<file path="config.mk">
export PLATFORM = sky130hd
export DESIGN_NAME = enemy_datapath
export DESIGN_NICKNAME = d
export VERILOG_FILES = /design/src/rtl/enemy_datapath.sv
export SDC_FILE = /design/constraint.sdc
export NUM_CORES = 1
export LEC_CHECK = 0
export BUFFER_PORTS_ARGS = -buffer_cell sky130_fd_sc_hd__buf_2
export CORE_UTILIZATION = 50
export DETAILED_ROUTE_END_ITERATION = 8
export PLACE_DENSITY = 0.7
export SLEW_MARGIN = 10
export SYNTH_ARGS = -nofsm -noshare
export SYNTH_HDL_FRONTEND = slang
export SYNTH_SLANG_ARGS = --single-unit
</file>
<file path="constraint.sdc">
create_clock -name clk -period 2.9 [get_ports clk]
set_input_delay 0.29 -clock clk [delete_from_list [all_inputs] [get_ports clk]]
set_output_delay 0.29 -clock clk [all_outputs]
set_load 0.03 [all_outputs]
</file>
<file path="src/rtl/enemy_datapath.sv">
// Position, frame timing, spawn randomisation and bullet-hit detection for one enemy.
// Works alongside the enemy controller FSM, which supplies the state flags.
module enemy_datapath #(
   parameter int         CLKS_PER_FRAME  = 833333,
   parameter int         FRAMES_PER_STEP = 4,
   parameter int         SCREEN_W        = 160,
   parameter int         SCREEN_H        = 120,
   parameter int         BOX             = 4,
   parameter int         STEP_Y          = 1,
   parameter int         SPAWN_Y         = 0,
   parameter logic [7:0] LFSR_SEED       = 8'hA5
) (
   input  logic       clk,
   input  logic       resetn,
   input  logic       inResetState,
   input  logic       inUpdatePositionStateE,
   input  logic       bulletValid,
   input  logic [7:0] bulletX,
   input  logic [6:0] bulletY,
   output logic [7:0] enemyX,
   output logic [6:0] enemyY,
   output logic       updatePosition,
   output logic       bottomReached,
   output logic       collidedWithBullet
);

   localparam int DW = (CLKS_PER_FRAME > 1) ? $clog2(CLKS_PER_FRAME) : 1;
   localparam int FW = (FRAMES_PER_STEP > 1) ? $clog2(FRAMES_PER_STEP) : 1;

   localparam logic [DW-1:0] DELAY_MAX = DW'(CLKS_PER_FRAME - 1);
   localparam logic [FW-1:0] FRAME_MAX = FW'(FRAMES_PER_STEP - 1);
   localparam logic [7:0]    SPAN      = 8'(SCREEN_W - BOX + 1);
   localparam logic [6:0]    Y_MAX     = 7'(SCREEN_H - BOX);
   localparam logic [6:0]    Y_SPAWN   = 7'(SPAWN_Y);
   localparam logic [7:0]    Y_STEP    = 8'(STEP_Y);
   localparam logic [8:0]    BOX_EXT   = 9'(BOX - 1);

   logic [DW-1:0] delay_cnt;
   logic [FW-1:0] frame_cnt;
   logic          frame_tick;
   logic [7:0]    lfsr;
   logic          lfsr_fb;
   logic [7:0]    spawn_x;
   logic [7:0]    y_sum;
   logic [6:0]    y_next;
   logic [8:0]    x_lo;
   logic [8:0]    x_hi;
   logic [8:0]    y_lo;
   logic [8:0]    y_hi;
   logic [8:0]    bx_ext;
   logic [8:0]    by_ext;
   logic          hit;

   assign frame_tick = !inResetState && (delay_cnt == '0);

   always_ff @(posedge clk or negedge resetn) begin
      if (!resetn) begin
         delay_cnt <= DELAY_MAX;
      end else if (inResetState || frame_tick) begin
         delay_cnt <= DELAY_MAX;
      end else begin
         delay_cnt <= delay_cnt - DW'(1);
      end
   end

   // The step request is registered, so it appears the cycle after the last frame tick.
   always_ff @(posedge clk or negedge resetn) begin
      if (!resetn) begin
         frame_cnt      <= '0;
         updatePosition <= 1'b0;
      end else begin
         updatePosition <= frame_tick && (frame_cnt == FRAME_MAX);
         if (inResetState) begin
            frame_cnt <= '0;
         end else if (frame_tick) begin
            frame_cnt <= (frame_cnt == FRAME_MAX) ? '0 : frame_cnt + FW'(1);
         end
      end
   end

   // x^8+x^6+x^5+x^4+1, maximal length so a non-zero seed never reaches zero.
   assign lfsr_fb = lfsr[7] ^ lfsr[5] ^ lfsr[4] ^ lfsr[3];

   always_ff @(posedge clk or negedge resetn) begin
      if (!resetn) begin
         lfsr <= LFSR_SEED;
      end else begin
         lfsr <= {lfsr[6:0], lfsr_fb};
      end
   end

   assign spawn_x = (lfsr < SPAN) ? lfsr : lfsr - SPAN;
   assign y_sum   = {1'b0, enemyY} + Y_STEP;
   assign y_next  = (y_sum >= {1'b0, Y_MAX}) ? Y_MAX : y_sum[6:0];

   always_ff @(posedge clk or negedge resetn) begin
      if (!resetn) begin
         enemyX <= 8'd0;
         enemyY <= Y_SPAWN;
      end else if (inResetState) begin
         enemyX <= spawn_x;
         enemyY <= Y_SPAWN;
      end else if (inUpdatePositionStateE) begin
         enemyY <= y_next;
      end
   end

   assign bottomReached = (enemyY >= Y_MAX);

   // Box bounds are one bit wider than X so the right edge cannot wrap.
   assign x_lo   = {1'b0, enemyX};
   assign x_hi   = {1'b0, enemyX} + BOX_EXT;
   assign y_lo   = {2'b00, enemyY};
   assign y_hi   = {2'b00, enemyY} + BOX_EXT;
   assign bx_ext = {1'b0, bulletX};
   assign by_ext = {2'b00, bulletY};
   assign hit    = bulletValid && (bx_ext >= x_lo) && (bx_ext <= x_hi)
                   && (by_ext >= y_lo) && (by_ext <= y_hi);

   always_ff @(posedge clk or negedge resetn) begin
      if (!resetn) begin
         collidedWithBullet <= 1'b0;
      end else if (inResetState) begin
         collidedWithBullet <= 1'b0;
      end else if (hit) begin
         collidedWithBullet <= 1'b1;
      end
   end

endmodule

</file>
### Yosys cells after proc, flatten, opt, wreduce, memory -nomap -nowiden

Index checks and enable logic that the tools add are counted.

| operators by class | value |
|---|---|
| add/subtract/negate cells | 6 |
| magnitude comparators | 7 |
| equality and inequality tests | 1 |
| muxes and demuxes | 10 |
| bitwise gates (word level) | 3 |
| reductions and logical operators | 12 |

Operators with widths:

| cell | count |
|---|---|
| 7-bit two-way mux | 3 |
| 20-bit zero test | 1 |
| 20-bit two-way mux | 1 |
| 20-bit by 1-bit subtractor with 20-bit output (second input constant) | 1 |
| 8-bit by 2-bit adder with 9-bit output (second input constant) | 1 |
| 8-bit by 9-bit less-or-equal comparator with 1-bit output | 1 |
| 7-bit by 1-bit adder with 8-bit output (second input constant) | 1 |
| 7-bit by 2-bit adder with 8-bit output (second input constant) | 1 |
| 8-bit by 7-bit >= comparator with 1-bit output (second input constant) | 1 |
| 8-bit >= comparator | 1 |
| 7-bit by 8-bit less-or-equal comparator with 1-bit output | 1 |
| 8-bit < comparator (second input constant) | 1 |
| 8-bit two-way mux | 1 |
| 8-bit subtractor (second input constant) | 1 |
| 7-bit >= comparator | 1 |
| 7-bit >= comparator (second input constant) | 1 |
| 1-bit logical AND | 6 |
| 2-bit two-way mux | 3 |
| 2-bit nonzero test | 3 |
| 1-bit bitwise XOR | 3 |
| 2-bit by 1-bit adder with 2-bit output (second input constant) | 1 |
| 2-bit equality test (second input constant) | 1 |
| 1-bit two-way mux | 2 |
| 1-bit zero test | 1 |
| 1-bit logical OR | 1 |

| storage, ports and cells | value |
|---|---|
| register bits | 47 |
| logic and storage cells | 46 |

### Logic depth before layout (Yosys ltp)

Gate-level depths: netlist of run 1.

| logic depth | value |
|---|---|
| depth after elaboration | 7 |
| mapped depth | 11 |

### Worst setup path before layout of run 1

No wires, ideal clock.

| path | value |
|---|---|
| kind | reg2reg |
| start point | reg enemyY[0] |
| end point | reg collidedWithBullet |
| library setup time | 0.095 ns |
| arrival | 2.205 ns |
| data required time | 2.805 ns |
| slack | 0.600 ns |
| stages on the path, launching flop included | 11 |
| cells stage by stage | dfrtp_1 inv_1 ha_1 nor2_1 xnor2_1 ha_1 a211oi_1 nor2_1 nor3_1 o221ai_1 o31ai_1 |

| between the ends | value |
|---|---|
| longest elaborated chain between the ends | 4 |
| elaborated cells on any way between the ends | 6 |
| classes of those cells | add/sub (1); order compare (2); reduce/logical (3) |

RTL lines:

| what | RTL line | RTL |
|---|---|---|
| start: declaration | 21 | `output logic [6:0] enemyY,` |
| start signal: assignment | 104 | `enemyY <= y_next;` |
| 7-bit by 2-bit adder with 8-bit output / 7-bit >= comparator (equally long branches) | 114, 118 |  |
| 7-bit by 8-bit less-or-equal comparator with 1-bit output / 1-bit logical AND (equally long branches) | 118 | `&& (by_ext >= y_lo) && (by_ext <= y_hi);` |
| 1-bit logical AND (*) | 118 |  |
| 2-bit nonzero test (no source line) (*) | n/a |  |
| end signal: assignment | 122 | `collidedWithBullet <= 1'b0;` |
| end signal: assignment | 124 | `collidedWithBullet <= 1'b0;` |
| end signal: assignment | 126 | `collidedWithBullet <= 1'b1;` |
| end: declaration | 24 | `output logic collidedWithBullet` |

Every way passes the cells marked *; elsewhere a longest branch is shown, timed or not.
A chain may end at the register's enable or synchronous reset.

### Worst setup path in the final report of run 1

Same ends and word-level chain as after synthesis.

==> results of run 1 <==
cell usage after synthesis, drive strengths merged (8+ instances only):
master,instances,share of area [%]
nor3,12,2.3
a21oi,16,2.6
xnor2,27,7.5
xor2,8,2.2
nand2,31,3.7
nand4,12,2.6
dfstp,15,13
inv,22,2.6
ha,37,15
nand3,13,2.1
o21ai,16,2.6
dfrtp,32,26
nor2,35,4.2
metrics by stage:
stage	area, um^2	instances	power, mW
global route	3480	452	1.37
detailed placement	3400	444	0.916
finish	3480	452	1.29
global placement	3400	444	0.909
floorplan	3140	337	0.844
CTS	3480	452	1.30
metal layers:
metal | up-vias | track usage [%] | routed length [um] | part of all wire [%]
li1 | 1278 | - | - | -
met1 | 1165 | 26.6 | 2920 | 48
met2 | 44 | 36.1 | 2950 | 48
met3 | 6 | 3.60 | 223 | 3.6
met4 | 0 | 6.07 | 50 | 0.81
met5 | - | 0 | 0 | 0
registers in the layout (all words and copies together), names as in the netlist:
name	count
frame_cnt	2
lfsr	8
enemyY	7
updatePosition	1
delay_cnt	20
enemyX	8
collidedWithBullet	1
how the worst max path moves through the flow:
stage | from | to | cells past startpoint
after floorplan | enemyY[0] | collidedWithBullet | 10
after global placement | enemyY[0] | collidedWithBullet | 10
after detailed placement | enemyY[0] | collidedWithBullet | 10
after CTS | enemyY[0] | collidedWithBullet | 10
after global routing | enemyY[0] | collidedWithBullet | 10
final | enemyY[0] | collidedWithBullet | 10
final cells by class:
type,instances,area (um^2),area share (%)
inverter,23,86.3,2.48
clock buffer,6,72.6,2.08
sequential,47,1190,34.3
tap,75,93.8,2.69
clock inverter,2,12.5,0.359
timing repair buffer,38,193,5.53
multi-input combinational,261,1830,52.6
cells by family (layout without fill, tap and decap cells):
| group | count (synthesis) | in the layout | share of synthesized area [%] |
|---|---|---|---|
| xor+xnor | 35 | 35 | 9.77 |
| compound gates | 58 | 58 | 11.9 |
| mux | 1 | 1 | 0.319 |
| buf+inv | 29 | 69 | 3.51 |
| simple gates | 130 | 130 | 21.7 |
| fa+ha+maj | 37 | 37 | 14.8 |
| flops | 47 | 47 | 38.1 |
worst register-to-register path, stage by stage, from the launching register on:
cell      delay (ps)
dfrtp_1          500
inv_1            140
ha_1             260
nor2_1           140
xnor2_1          150
ha_1             270
a211oi_1         230
nor2_1            70
nor3_1           140
o221ai_1         150
o31ai_1          200
power groups by stage:
stage	sequential [mW]	clock, mW	combinational (mW)
after floorplan	0.717	0	0.126
after global placement	0.705	0	0.204
after detailed placement	0.706	0	0.209
after CTS	0.694	0.397	0.211
after global routing	0.697	0.427	0.242
final	0.694	0.384	0.208
==> impl_results.md, run 1 <==
- GRT Overall Usage: between 20% and 30%
- Crit path DAT: roughly 2500 ps
- Count of final setup violators: 0
- Fin worst setup slack: ~580 ps
- CTS tree: done
- Via count: roughly 2500
- Die height: 81.2 um
- First-pass GRT wire length: roughly 11000 um
- Hold Buf Count CTS: 0
- CP Buf/Inv Count: 1
- Nets: roughly 430
- Initial antenna violation count: 0
- Clock-pin slew on the worst setup and hold paths: ~90 ps
- Antenna viol nets, final: 0
- HPWL after DPL: 4700 um
- # rows: 28
- Post-synth EDFFs: 0
- #FFs+latches synth: 47
- RSZ-0062 raised after global routing: false
- P per Cell Area: ~370 nW/um^2
- P_sw: 0.360 mW
- CTS root buffer: clkbuf_8
- Max cap viols: 0
- H-tree levels: 2
- Worst-Skew Late Latency: 290 ps
- Netlist Area Pre-Place: about 3100 um^2
- Vias in the first global route: 2462
- Core ar.: approximately 6000 um^2
- Leakage power: ~1.5 nW
- WL final: between 6000 and 7000 um
- Ratio of cells with drive above 1 in the final layout: 17.2%
- Resized Gates After CTS: 0
- Worst-margin pin slew: between 900 and 1000 ps
- Post-synth ARST share: 100%
- FF-to-FF path depth: 10
- Filler cell count: 536
- Avg Cell Area, Syn: just over 9 um^2
- Max clock buf depth: 2
- WL per Instance: 13.6 um
- Initial Util: a little over half
- Worst path top cell family by delay: compound AO/OA/AOI/OAI gates
- Ys Warns: 0
- Register area share after synthesis: 38.1%
- DR iter-0 viols: between 90 and 100
- Final setup skew: 5.15 ps
- Critical path class: flop to flop
- DIE WIDTH: 81.2 um
- CP peak stage delay: approximately 500 ps
- Internal power: around 0.93 mW
- Crit end category: flop
- Worst hold slack: 162 ps
- Clock power share: between 20 and 30%
- Syn Nets: between 300 and 400
- Num CTS Buffers: 5
- Max Fclk: around 430 MHz
- Netlist cell types: 49
- Finished Core Util: between 50% and 60%
- Final Hold Viols: 0
- Reg2Reg Capture Point: collidedWithBullet
- Final TNS setup: 0 ps
- Post-placement setup slack: slightly above 600 ps
- Syn Inst Count: roughly 340
- Grt ovf: 0
- Worst vdd ir: between 0.2 and 0.25 mV
- Worst Hold Class: input port to asynchronous set/reset pin
- Synth Flop Type: dfrtp_1
- Status: finished clean
- Logic gate share of total power: between 15 and 20%
- Routed vias/inst: about 5.5
- Net Sw Frac: between 20% and 30%
- Critical path's slowest cell: dfrtp_1
- Gpl congestion: between 0.8 and 0.9
- RR Startpoint: enemyY[0]
- # clock sinks: between 40 and 50
- CP Max Fanout: 9
- Ports: 38
- Relative slew slack: roughly a third
- Area delta synth->final: 11.1%
- Most frequent cells in the layout: ha_1, buf_2, nor2_1, dfrtp_1, nand2_1
- Drt pass-1 iters: 4
- Die area: approximately 6600 um^2
- Antenna Cells: 0
- CP startpoint kind: flop
- Post-CTS setup buffers: 0
- Critical Path, Cell by Cell: inv_1 > ha_1 > nor2_1 > xnor2_1 > ha_1 > a211oi_1 > nor2_1 > nor3_1 > o221ai_1 > o31ai_1
- Final period util: between 80% and 90%
- Flop2flop setup slack: about 580 ps
- Final Critical Period: 2320 ps
- Part of the power in registers: between 50% and 60%
- DRC Markers: 0
- Largest net degree at the start of global routing: 48
- Final Max Tran Viols: 0
- Port Buffer Count: 37
- WP data required: 3110 ps
Power figures use the tool's default switching activity.
==> inputs of run 2 (changes only) <==
PLACE_DENSITY = 0.73   (was 0.7)
clock period = 2 ns   (was 2.9 ns; I/O delays follow)
==> run 2 against run 1 <==
Effect of this change: the flow now finishes with violations (setup timing); hold slack better by 14 ps; cell count is 6.2% higher; first-iteration DRC count is 16% lower; critical endpoint unchanged; highest routed layer unchanged.
==> impl_results.md, run 2 (same netlist as run 1, synthesis figures left out) <==
- Status: finished, violations left
- Failing checks: setup timing
- WP data required: 2210 ps (-900 ps)
- Ports: 38 (unchanged)
- Hold path start: bulletValid
- P_sw: 0.547 mW (+52%)
- Reg2Reg Capture Point: collidedWithBullet
- Design Area, Final: 3840 um^2 (+10%)
- Logic gate share of total power: 18.3% (+2.1 points)
- Final Hold Viols: 0 (unchanged)
- Post-placement setup slack: -87.5 ps (-694 ps)
- Num CTS Buffers: 5 (unchanged)
- Internal power: 1.52 mW (+64%)
- Part of the power in registers: 48.5% (-5.4 points)
- Worst-margin pin slew: 532 ps (-466 ps)
- Net Sw Frac: 26.5% (-1.6 points)
- Power Total: 2.07 mW (+61%)
- Drt pass-1 iters: 4 (unchanged)
- Worst hold slack: 177 ps (+14.3 ps)
- Initial Util: 52.4% (unchanged)
- Vias in the first global route: 2529 (+2.7%)
- Max cap viols: 0 (unchanged)
- # rows: 28 (unchanged)
- RR Startpoint: enemyX[0]
- Antenna Cells: 0 (unchanged)
- Routed vias/inst: 5.62 (+1.9%)
- Relative slew slack: 64.3% (+31 points)
- Most common cell after layout, fill and taps aside: buf_2
- CP peak stage delay: 420 ps (-80 ps)
- Die height: 81.2 um (unchanged)
- Clock-pin slew on the worst setup and hold paths: 90 ps (about the same)
- Max reg flops: 20 (unchanged)
- P per Cell Area: 538 nW/um^2 (+46%)
- Worst setup path end: collidedWithBullet
- Ratio of cells with drive above 1 in the final layout: 30.1% (+13 points)
- HPWL after DPL: 5120 um (+9.0%)
- CTS tree: done
- CP startpoint kind: flop
- Nets: 461 (+6.5%)
- Area after DPL: 3610 um^2 (+6.2%)
- Core ar.: 5990 um^2 (unchanged)
- Leakage power: 1.66 nW (+9.1%)
- CP Max Fanout: 4 (-5)
- First-pass GRT wire length: 10900 um (+1.7%)
- Max clock buf depth: 2 (unchanged)
- Worst Setup SP: enemyX[0]
- Worst-Skew Late Latency: 300 ps (about the same)
- CTS root buffer: clkbuf_8
- Final std cells w/o fill: 480 (+6.2%)
- Die area: 6590 um^2 (unchanged)
- Placed cell count: 463 (+4.3%)
- RSZ-0062 raised after global routing: true
- Final Critical Period: 2160 ps (-168 ps)
- DRC Markers: 0 (unchanged)
- Most frequent cells in the layout: buf_2, ha_1, nor2_1, nand2_1
- Worst vdd ir: 0.332 mV (+39%)
- Filler cell count: 481 (-10%)
- FF-to-FF path depth: 11 (+1)
- Count of final setup violators: 1 (+1)
- Antenna viol nets, final: 0 (unchanged)
- DIE WIDTH: 81.2 um (unchanged)
- Fin worst setup slack: -157 ps (-732 ps)
- Finished Core Util: 64.1% (+6.0 points)
- Largest net degree at the start of global routing: 28 (-42%)
- Critical Path, Cell by Cell: inv_2 > ha_4 > nor2_4 > nand4_1 > xnor2_1 > ha_1 > a21o_1 > nand2_1 > and3_4 > nor3_4 > o31ai_2
- Final Max Tran Viols: 0 (unchanged)
- Initial antenna violation count: 0 (unchanged)
- H-tree levels: 2 (unchanged)
- Crit end category: flop
- Critical path's slowest cell: dfrtp_2
- Crit path DAT: 2370 ps (-160 ps)
- Top reg by flops: delay_cnt
- Final setup skew: 7.46 ps (+2.32 ps)
- Largest regs: delay_cnt: 20 flops, enemyX: 8 flops, lfsr: 8 flops
- Grt ovf: 0 (unchanged)
- Clock power share: 33.2% (+3.3 points)
- Critical path class: flop to flop
- Flop2flop setup slack: -160 ps (-730 ps)
- Worst Hold Class: input port to flop
- Max Fclk: 464 MHz (+7.8%)
- Port Buffer Count: 37 (unchanged)
- DR iter-0 viols: 80 (-16%)
- WL per Instance: 13.9 um (+2.5%)
- # clock sinks: 47 (unchanged)
- Gpl congestion: 0.885 (+10%)
- WL final: 6690 um (+8.9%)
- Final TNS setup: -157 ps (-157 ps)
- GRT Overall Usage: 21.7% (+0.83 points)
- Via count: 2698 (+8.2%)
- Final period util: 108% (+28 points)
- Area delta synth->final: 22.5%
## run 2: power groups by stage
stage          combinational, mW  clock (mW)  sequential [mW]
2_1_floorplan              0.194           0             1.04
3_3_place_gp               0.336           0             1.02
3_5_place_dp               0.347           0             1.02
4_1_cts                    0.359       0.715             1.00
5_1_grt                    0.424       0.748             1.01
6_report                   0.378       0.686             1.00
## run 2: per-layer routing
metal	part of all wire (%)	routed length (um)	track usage (%)	up-vias
met5	0	0	0	-
met4	1.9	127	8.39	0
met3	2.6	175	3.93	13
met2	49	3270	37.7	32
met1	47	3130	26.5	1305
li1	-	-	-	1348
## run 2: worst min path at each step
stage	cells past startpoint	slack, ps	to
floorplan	0	-100	collidedWithBullet
global placement	1	190	enemyX[0]
detailed placement	1	190	enemyX[0]
CTS	3	150	collidedWithBullet
global route	3	180	collidedWithBullet
finish	3	180	collidedWithBullet
## run 2: final cells by class
| cell class | instances | area [um^2] | share of cell area, % |
|---|---|---|---|
| Timing Repair Buffer | 66 | 418 | 10.9 |
| Clock buffer | 6 | 72.6 | 1.89 |
| Tap cell | 75 | 93.8 | 2.44 |
| Inverter | 23 | 86.3 | 2.25 |
| Clock inverter | 2 | 37.5 | 0.977 |
| Multi-Input combinational cell | 261 | 1930 | 50.1 |
| Sequential cell | 47 | 1210 | 31.4 |
## run 2: repair_timing
item                                   CTS  global route
endpoints found under the hold margin   11             0
gates cloned                             0             0
hold buffers                             1             0
pin swaps                                3             9
setup endpoints to repair                5             4
resized for setup                        3            11
buffers inserted                         3             5
## run 2: critical path, delay by kind of cell, from the launching register on
family          cells  cell delay, ps
flops               1             420
buf+inv             1              70
xor+xnor            1             150
compound gates      2             420
simple gates        5             500
fa+ha+maj           2             510
